==> src/rtl/alu_seq.sv <==
// alu_seq: sequential ALU with registered result/flags and a valid/ready handshake on both sides.
// Optional unsigned shift-add multiplier (opcode 1000) is built only when ALU_SEQ_MUL_EN is defined.
module alu_seq #(
  parameter int WIDTH           = 32,
  parameter int MUL_CYCLES_LOG2 = 6
) (
  input  logic             clk,
  input  logic             rst,
  input  logic             in_valid,
  output logic             in_ready,
  input  logic [WIDTH-1:0] a,
  input  logic [WIDTH-1:0] b,
  input  logic [3:0]       opcode,
  output logic             out_valid,
  input  logic             out_ready,
  output logic [WIDTH-1:0] result,
  output logic             zero,
  output logic             carry_out,
  output logic             overflow,
  output logic             err
);

  if (WIDTH < 4 || WIDTH > 64 || (2 ** MUL_CYCLES_LOG2) < WIDTH) begin : g_param_chk
    $error("alu_seq: illegal WIDTH / MUL_CYCLES_LOG2 combination");
  end

  typedef enum logic [1:0] {S_IDLE, S_MUL, S_HOLD} state_t;

  typedef struct packed {
    logic [WIDTH-1:0] res;
    logic             c;
    logic             v;
    logic             e;
  } alu_out_t;

  state_t   state, state_n;
  logic     accept, is_mul, load_alu, mul_done;
  alu_out_t alu_p0;

  // Single-cycle operations; SLT takes the true signed ordering as sign ^ overflow of a - b.
  function automatic alu_out_t alu_eval(input logic [3:0] op,
                                        input logic signed [WIDTH-1:0] x,
                                        input logic signed [WIDTH-1:0] y);
    alu_out_t       o;
    logic [WIDTH:0] add_s, sub_s;
    logic           add_v, sub_v;
    add_s = {1'b0, x} + {1'b0, y};
    sub_s = {1'b0, x} + {1'b0, ~y} + {{WIDTH{1'b0}}, 1'b1};
    add_v = (x[WIDTH-1] == y[WIDTH-1]) && (add_s[WIDTH-1] != x[WIDTH-1]);
    sub_v = (x[WIDTH-1] != y[WIDTH-1]) && (sub_s[WIDTH-1] != x[WIDTH-1]);
    o = '0;
    case (op)
      4'b0000: o.res = x & y;
      4'b0001: o.res = x | y;
      4'b0010: begin o.res = add_s[WIDTH-1:0]; o.c = add_s[WIDTH]; o.v = add_v; end
      4'b0110: begin o.res = sub_s[WIDTH-1:0]; o.c = sub_s[WIDTH]; o.v = sub_v; end
      4'b0111: begin
        o.res = {{(WIDTH-1){1'b0}}, sub_s[WIDTH-1] ^ sub_v};
        o.c   = sub_s[WIDTH];
      end
      4'b1100: o.res = ~x & ~y;
      default: o.e = 1'b1;
    endcase
    return o;
  endfunction

  assign alu_p0   = alu_eval(opcode, a, b);
  assign in_ready = !rst && ((state == S_IDLE) || (state == S_HOLD && out_ready));
  assign accept   = in_valid && in_ready;
  assign load_alu = accept && !is_mul;

`ifdef ALU_SEQ_MUL_EN
  logic [2*WIDTH-1:0]       acc_p1, mcand_p1, acc_nxt;
  logic [WIDTH-1:0]         mplier_p1;
  logic [MUL_CYCLES_LOG2-1:0] cnt;

  assign is_mul   = (opcode == 4'b1000);
  assign mul_done = (state == S_MUL) && (cnt == MUL_CYCLES_LOG2'(WIDTH - 1));
  assign acc_nxt  = mplier_p1[0] ? acc_p1 + mcand_p1 : acc_p1;

  // Multiplier stage: operands latched on accept, one multiplier bit consumed per cycle.
  always_ff @(posedge clk) begin
    if (accept && is_mul) begin
      acc_p1    <= '0;
      mcand_p1  <= {{WIDTH{1'b0}}, a};
      mplier_p1 <= b;
    end else if (state == S_MUL) begin
      acc_p1    <= acc_nxt;
      mcand_p1  <= mcand_p1 << 1;
      mplier_p1 <= mplier_p1 >> 1;
    end
  end

  always_ff @(posedge clk or posedge rst) begin
    if (rst)                   cnt <= '0;
    else if (accept && is_mul) cnt <= '0;
    else if (state == S_MUL)   cnt <= cnt + MUL_CYCLES_LOG2'(1);
  end
`else
  assign is_mul   = 1'b0;
  assign mul_done = 1'b0;
`endif

  always_ff @(posedge clk or posedge rst) begin
    if (rst) state <= S_IDLE;
    else     state <= state_n;
  end

  always_comb begin
    state_n = state;
    case (state)
      S_IDLE: if (accept) state_n = is_mul ? S_MUL : S_HOLD;
      S_MUL:  if (mul_done) state_n = S_HOLD;
      S_HOLD: if (out_ready) state_n = accept ? (is_mul ? S_MUL : S_HOLD) : S_IDLE;
      default: state_n = S_IDLE;
    endcase
  end

  // Output stage: result is valid exactly while the FSM sits in HOLD.
  always_ff @(posedge clk or posedge rst) begin
    if (rst) begin
      out_valid <= 1'b0;
      result    <= '0;
      zero      <= 1'b0;
      carry_out <= 1'b0;
      overflow  <= 1'b0;
      err       <= 1'b0;
    end else begin
      out_valid <= (state_n == S_HOLD);
      if (load_alu) begin
        result    <= alu_p0.res;
        zero      <= ~|alu_p0.res;
        carry_out <= alu_p0.c;
        overflow  <= alu_p0.v;
        err       <= alu_p0.e;
      end
`ifdef ALU_SEQ_MUL_EN
      else if (mul_done) begin
        result    <= acc_nxt[WIDTH-1:0];
        zero      <= ~|acc_nxt[WIDTH-1:0];
        carry_out <= 1'b0;
        overflow  <= |acc_nxt[2*WIDTH-1:WIDTH];
        err       <= 1'b0;
      end
`endif
    end
  end

endmodule

==> config.mk <==
export PLATFORM = sky130hd
export DESIGN_NAME = alu_seq
export DESIGN_NICKNAME = d
export VERILOG_FILES = /design/src/rtl/alu_seq.sv
export SDC_FILE = /design/constraint.sdc
export NUM_CORES = 1
export LEC_CHECK = 0
export CORE_ASPECT_RATIO = 1.1
export CORE_UTILIZATION = 61
export CTS_CLUSTER_SIZE = 12
export DETAILED_ROUTE_END_ITERATION = 10
export PLACE_DENSITY_LB_ADDON = 0.2
export RECOVER_POWER = 100
export REMOVE_ABC_BUFFERS = 1
export SLEW_MARGIN = 10
export SYNTH_ARGS = -nofsm -noshare
export SYNTH_HDL_FRONTEND = slang
export SYNTH_SLANG_ARGS = --single-unit
==> constraint.sdc <==
create_clock -name clk -period 4.4 [get_ports clk]
set_clock_uncertainty 0.15 [all_clocks]
set_input_delay 0.44 -clock clk [delete_from_list [all_inputs] [get_ports clk]]
set_output_delay 0.44 -clock clk [all_outputs]
set_load 0.02 [all_outputs]
## Yosys cells after proc, flatten, opt, wreduce, memory -nomap -nowiden

Index checks and enable logic that the tools add are counted.

| cells by class | value |
|---|---|
| $add $sub $neg | 3 |
| $mul | 0 |
| divide/modulo/power cells | 0 |
| $lt $le $gt $ge | 0 |
| eq/ne operators | 12 |
| shifts and indexed selects | 0 |
| mux-type cells | 8 |
| bitwise operators | 6 |
| reduce and logical (&&, ||, !) cells | 13 |

Operators with widths:

| cell | number |
|---|---|
| 32-bit case mux with 6 select lines | 1 |
| 32-bit by 32-bit adder with 33-bit output | 2 |
| 32-bit AND | 2 |
| 32-bit inverter | 2 |
| 33-bit by 1-bit adder with 33-bit output (second input constant) | 1 |
| 32-bit bitwise OR | 1 |
| 32-bit OR reduction | 1 |
| 4-bit by 3-bit == test with 1-bit output (second input constant) | 2 |
| 2-bit two-way mux | 3 |
| 2-bit case mux with 3 select lines | 1 |
| 6-bit OR reduction | 1 |
| 1-bit logical AND | 5 |
| 2-bit == test (second input constant) | 2 |
| 4-bit by 1-bit == test with 1-bit output (second input constant) | 1 |
| 4-bit by 2-bit == test with 1-bit output (second input constant) | 1 |
| 4-bit == test (second input constant) | 1 |
| 4-bit logical NOT | 1 |
| 1-bit case mux with 2 select lines | 2 |
| 1-bit != test | 3 |
| 2-bit by 1-bit == test with 1-bit output (second input constant) | 1 |
| 1-bit logical NOT | 2 |
| 2-bit logical NOT | 1 |
| 2-bit OR reduction | 1 |
| 1-bit == test | 1 |
| 3 further kinds | 3 |

| storage, ports and cells | value |
|---|---|
| bits in registers | 39 |
| latch bits | 0 |
| memory bits (writable) | 0 |
| ROM bits | 0 |
| output and inout bits | 38 |
| word-level logic and storage cells | 49 |
| memories kept | 0 |

## Longest topological paths before layout

| logic depth | value |
|---|---|
| word-level depth | 9 |
| gate-level depth with buffers | 22 |

## Worst setup path after synthesis

No wires, ideal clock.

| path | value |
|---|---|
| path type | in2reg |
| from | in b[1] |
| to | reg zero |
| data arrival time | 4281 ps |
| path slack | -107 ps |
| stages | 21 |
| buffers on the path | 0 |
| cells stage by stage | inv_1 ha_1 o21ba_2 or4_4 a211oi_4 o21ai_2 o31ai_4 a311oi_2 nor2_1 nor2_1 o21bai_1 fa_1 o22ai_1 a221oi_1 o21ai_0 nor4_1 nand4_1 a2111o_1 nor3b_2 nand4_1 o21ai_1 |

| between the ends | value |
|---|---|
| cells in the longest elaborated chain, start to end | 9 |
| elaborated cells on any way between the ends | 13 |

Ends and longest elaborated chain:

| what | line | source |
|---|---|---|
| from (decl) | 12 | `input logic [WIDTH-1:0] b,` |
| 32-bit inverter | 48, 61 |  |
| 32-bit by 32-bit adder with 33-bit output | 48 | `sub_s = {1'b0, x} + {1'b0, ~y} + {{WIDTH{1'b0}}, 1'b1};` |
| 33-bit by 1-bit adder with 33-bit output | 48 |  |
| 1-bit != test | 50 | `sub_v = (x[WIDTH-1] != y[WIDTH-1]) && (sub_s[WIDTH-1] != x[WIDTH-1]);` |
| 1-bit logical AND | 50 |  |
| 1-bit XOR | 58 | `o.res = {{(WIDTH-1){1'b0}}, sub_s[WIDTH-1] ^ sub_v};` |
| 32-bit case mux with 6 select lines (*) | 52 | `case (op)` |
| 32-bit OR reduction (*) | 132 | `zero <= ~\|alu_p0.res;` |
| 1-bit logical NOT (*) | 132 |  |
| to (signal assigned) | 132 |  |
| to (decl) | 17 | `output logic zero,` |

Every way passes the cells marked *; elsewhere a longest branch is shown, timed or not.
A chain may end at the register's enable or synchronous reset.

## Worst setup path in the final report

| path | value |
|---|---|
| from | in a[2] |
| to | reg zero |

| between the ends | value |
|---|---|
| cells in the longest elaborated chain, start to end | 8 |
| elaborated cells on any way between the ends | 13 |

Ends and longest elaborated chain:

| what | line | source |
|---|---|---|
| from (decl) | 11 | `input logic [WIDTH-1:0] a,` |
| 32-bit by 32-bit adder with 33-bit output | 48 |  |
| 33-bit by 1-bit adder with 33-bit output | 48 |  |
| 1-bit != test | 50 |  |
| 1-bit logical AND | 50 |  |
| 1-bit XOR | 58 |  |
| 32-bit case mux with 6 select lines (*) | 52 |  |
| 32-bit OR reduction (*) | 132 |  |
| 1-bit logical NOT (*) | 132 |  |

Marks and branches as above.

==> summary.md <==
| Metric | Value |
|---|---|
| Crit. path cell count | 21 |
| Initial DRC count | 1,531 |
| Crit-path slowest cell | or4_4 |
| Row count | 41 |
| Mapped cell area | ~7000 µm² |
| Synth Instances | 966 |
| P_leak | between 4 and 5 nW |
| Initial core utilization | a little over three fifths |
| Worst-Margin Slew | between 2 and 2.5 ns |
| Crit Path Class | input port to register |
| Die footprint | ~12,000 µm² |
| Reg2Reg Launch Point | state[1] |
| RSZ-0062 raised after global routing | yes |
| Place WS | -0.924 ns |
| Max rail drop VDD | around 0.21 mV |
| Via density per instance | around 7 |
| Count of state elements after synthesis | 39 |
| Root buffer cell | clkbuf_16 |
| Sequential cell area fraction in the yosys report | between 10% and 20% |
| Min cycle time layout | 4.62 ns |
| Global Route Usage Sum | 48.8% |
| Critical-path cell list | dlygate4sd2_1 -> inv_2 -> ha_4 -> or4_4 -> a211oi_4 -> o21ai_2 -> o31ai_4 -> a311oi_2 -> nor2_1 -> nor2_1 -> o21bai_1 -> fa_2 -> o22ai_2 -> a221oi_2 -> o21ai_2 -> nor4_2 -> nand4_1 -> a2111o_1 -> nor3b_2 -> nand4_1 -> o21ai_1 |
| Share of layout cells above drive strength 1 | between 20% and 30% |
| Setup violators final | 2 |
| Max stage delay on crit path | 0.55 ns |
| Fin. max-slew vios | roughly 90 |
| Syn. warnings | 0 |
| Reg power frac | 20.6% |
| Drt drc | 9 |
| CTS max path bufs | 2 |
| H-tree depth | 2 |
| Finished Layout Cells | 1,363 |
| Drt first pass iters | 11 |
| Int Pwr | between 1 and 1.5 mW |
| Final worst slack | -0.217 ns |
| Final ANT Viol Nets | 0 |
| Cells after DPL | 1,348 |
| Max-cap violations | 2 |
| Nets | around 1,400 |
| Area delta synth->final | 39.1% |
| Number of I/O pins | 110 |
| First-pass GRT wire length | 47.1 mm |
| Cell Area, Placed | 9590 µm² |
| WHS | between 0.2 and 0.3 ns |
| ANT cells | 0 |
| CTS tree | done |
| Register area | a little under 1000 µm² |
| Number of synthesized flops with an enable pin | 0 |
| Worst hold path type | register to register |
| Largest net degree at the start of global routing | 48 |
| Port-buffer cells | between 100 and 150 |
| Multi-input gate area | slightly below 6000 µm² |
| Latest clock arrival within the worst-skew pair | 0.29 ns |
| R2r worst-path depth | 5 |
| Worst Path Buf+Inv | 2 |
| Total power draw | between 2 and 2.5 mW |
| Switching Share | about two fifths |
| Hold Crit Start | state[1] |
| R2r setup slk | between 1 and 1.5 ns |
| Clock network fraction of total power | 21.1% |
| Top FF cell, synth | dfrtp_1 |
| Final WL | 30.4 mm |
| Clock buffers created by TritonCTS | 5 |
| Grt total ovfl | 0 |
| CP Capture Type | register |
| FFs w/ async S/R, synth | 100% |
| DR WL/cell | 22.3 µm |
| Outcome | finished, violations left |
| Combinational Power Share | about three fifths |
| Initial antenna violation count | 0 |
| Clock-pin slew on the worst setup and hold paths | 0.06 ns |
| CP max FO | 3 |
| CP startpoint | a[2] |
| GPL Wtd Cong | around 1.0 |
| Pwr Density | 226 nW/µm² |
| Mapped Avg Cell Area | 7.44 µm² |
| Synth cell types | 87 |
| # clock sinks | 39 |
| Achievable Freq | roughly 220 MHz |
| Relative slew margins | -42.4% |
| DPL Wire Length | ~21 mm |
| Hold depth | 1 |
| Vias in the first global route | 9,248 |
| Core area | 11,500 µm² |
| Critical Path AT | between 4 and 5 ns |
| Failing checks | DRC, capacitance limit, slew limit, setup timing |
| Hold Fails Final Rpt | 0 |
| P_sw | between 0.9 and 1 mW |
| Crit path max-delay family | compound AO/OA/AOI/OAI gates |
| Die Ht | 116 µm |
| Fin area | 10,000 µm² |
| Die Width | approximately 110 µm |
| Fillcell total | roughly 660 |
| Vias | between 9,000 and 10,000 |
| Tcrit/Tclk final | 105% |
| Worst setup SP type | input port |
| Critical Path RT | between 4 and 5 ns |
[layout make-up]
class	count	share of cell area (%)
timing repair buffer	296	24.8
clock inverter	2	0.600
clock buffer	6	1.29
tap	150	1.88
inverter	95	3.66
sequential	39	9.76
multi-input combinational	775	58.0
[final timing paths]
path | endpoint
worst max-delay path | zero
worst min-delay path | state[0]
worst max register to register | result[25]
worst min register to register | state[0]
max in group asynchronous | result[9]
min in group asynchronous | result[1]
[repair_timing]
action                                  CTS  global route
gates cloned                              0             0
buffers inserted                          6             1
resized for setup                        55            13
endpoints found under the setup margin    1             3
hold buffers                              0             0
pin swaps                                22             3
[layer usage]
metal / GRT usage (%) / wire length [µm]
met5: 0 / 13
met4: 33.6 / 2700
met3: 10.8 / 4030
met2: 81.3 / 13400
met1: 56.5 / 10200
[cells in the mapped netlist (6+ instances only)]
master     number  share of area (%)
o21a_1         10                1.0
a21oi_1        64                4.5
o221ai_1        8               0.97
a221oi_1        8               0.97
o31ai_1        13                1.4
or3_1           7               0.61
a211oi_1        9               0.94
o22ai_1        14                1.2
nor2b_1        16                1.4
a31oi_1        13                1.1
nor3_1         32                2.2
mux2_2          9                1.4
nand2b_1       12                1.0
xnor2_1         6               0.73
nand3_1        14               0.97
nand2_1        84                4.4
o21bai_1       11                1.1
a21o_1         16                1.7
clkbuf_1       41                2.1
a22oi_1        14                1.5
nand4_1        11               0.96
a221o_1        20                2.8
inv_1          95                5.0
a2111oi_0       7               0.85
ha_1          110                 19
o211ai_1        6               0.63
o21ai_0        56                3.9
buf_2           9               0.63
nor2_1         85                4.4
mux2i_1         8                1.1
dfrtp_1        39                 14
and2_1          8               0.70
[state kept, by name, indices dropped and copies added, names as in the netlist]
signal	cells
out_valid	1
err	1
zero	1
state	2
overflow	1
carry_out	1
result	32
[kinds of logic (layout without fill, tap and decap cells)]
group           count (synthesis)  after routing  share of synthesized area (%)
fa+ha+maj                     113            113                           20.0
buf+inv                       152            399                           8.30
simple gates                  302            302                           20.6
compound gates                333            333                           33.9
flops                          39             39                           13.6
mux                            17             17                           2.52
xor+xnor                       10             10                           1.22
[power by group through the flow]
stage                     Clock [mW]  Sequential [mW]  Combinational (mW)
after global routing           0.487            0.466                1.39
after CTS                      0.468            0.463                1.26
after detailed placement           0            0.469                1.22
final                          0.478            0.465                1.32
after global placement             0            0.465                1.19
after floorplan                    0            0.535               0.579
[through the flow]
step                      setup TNS [ns]  utilization, %
after floorplan                   -0.131               -
after global placement            -0.723            83.5
after detailed placement           -1.14            83.5
after CTS                         -0.174            86.6
after global routing              -0.547            87.1
final                             -0.272            87.1
[worst reg2reg max path: cells and delay by family, from the launching register on]
family,cells,cell delay (ns)
simple gates,3,0.59
buf+inv,1,1.49
flops,1,0.36
compound gates,1,0.49
[layout by cell type (no fill, tap or decap), drive strengths merged, types with 9 or more instances in the layout]
master / n
o21ai: 62
nor2b: 16
mux2: 9
nor3: 32
o22ai: 14
a21oi: 64
nand2b: 12
clkdlybuf4s50: 59
a211oi: 10
nor2: 87
buf: 189
nand4: 11
o21bai: 11
a221o: 20
a221oi: 10
dlygate4sd3: 40
o31ai: 14
o221ai: 9
inv: 95
nand2: 84
nand3: 14
a2111oi: 9
a21o: 16
o21a: 10
a31oi: 14
dfrtp: 39
a22oi: 14
ha: 110
No activity file was read; power rests on OpenSTA's default activity.
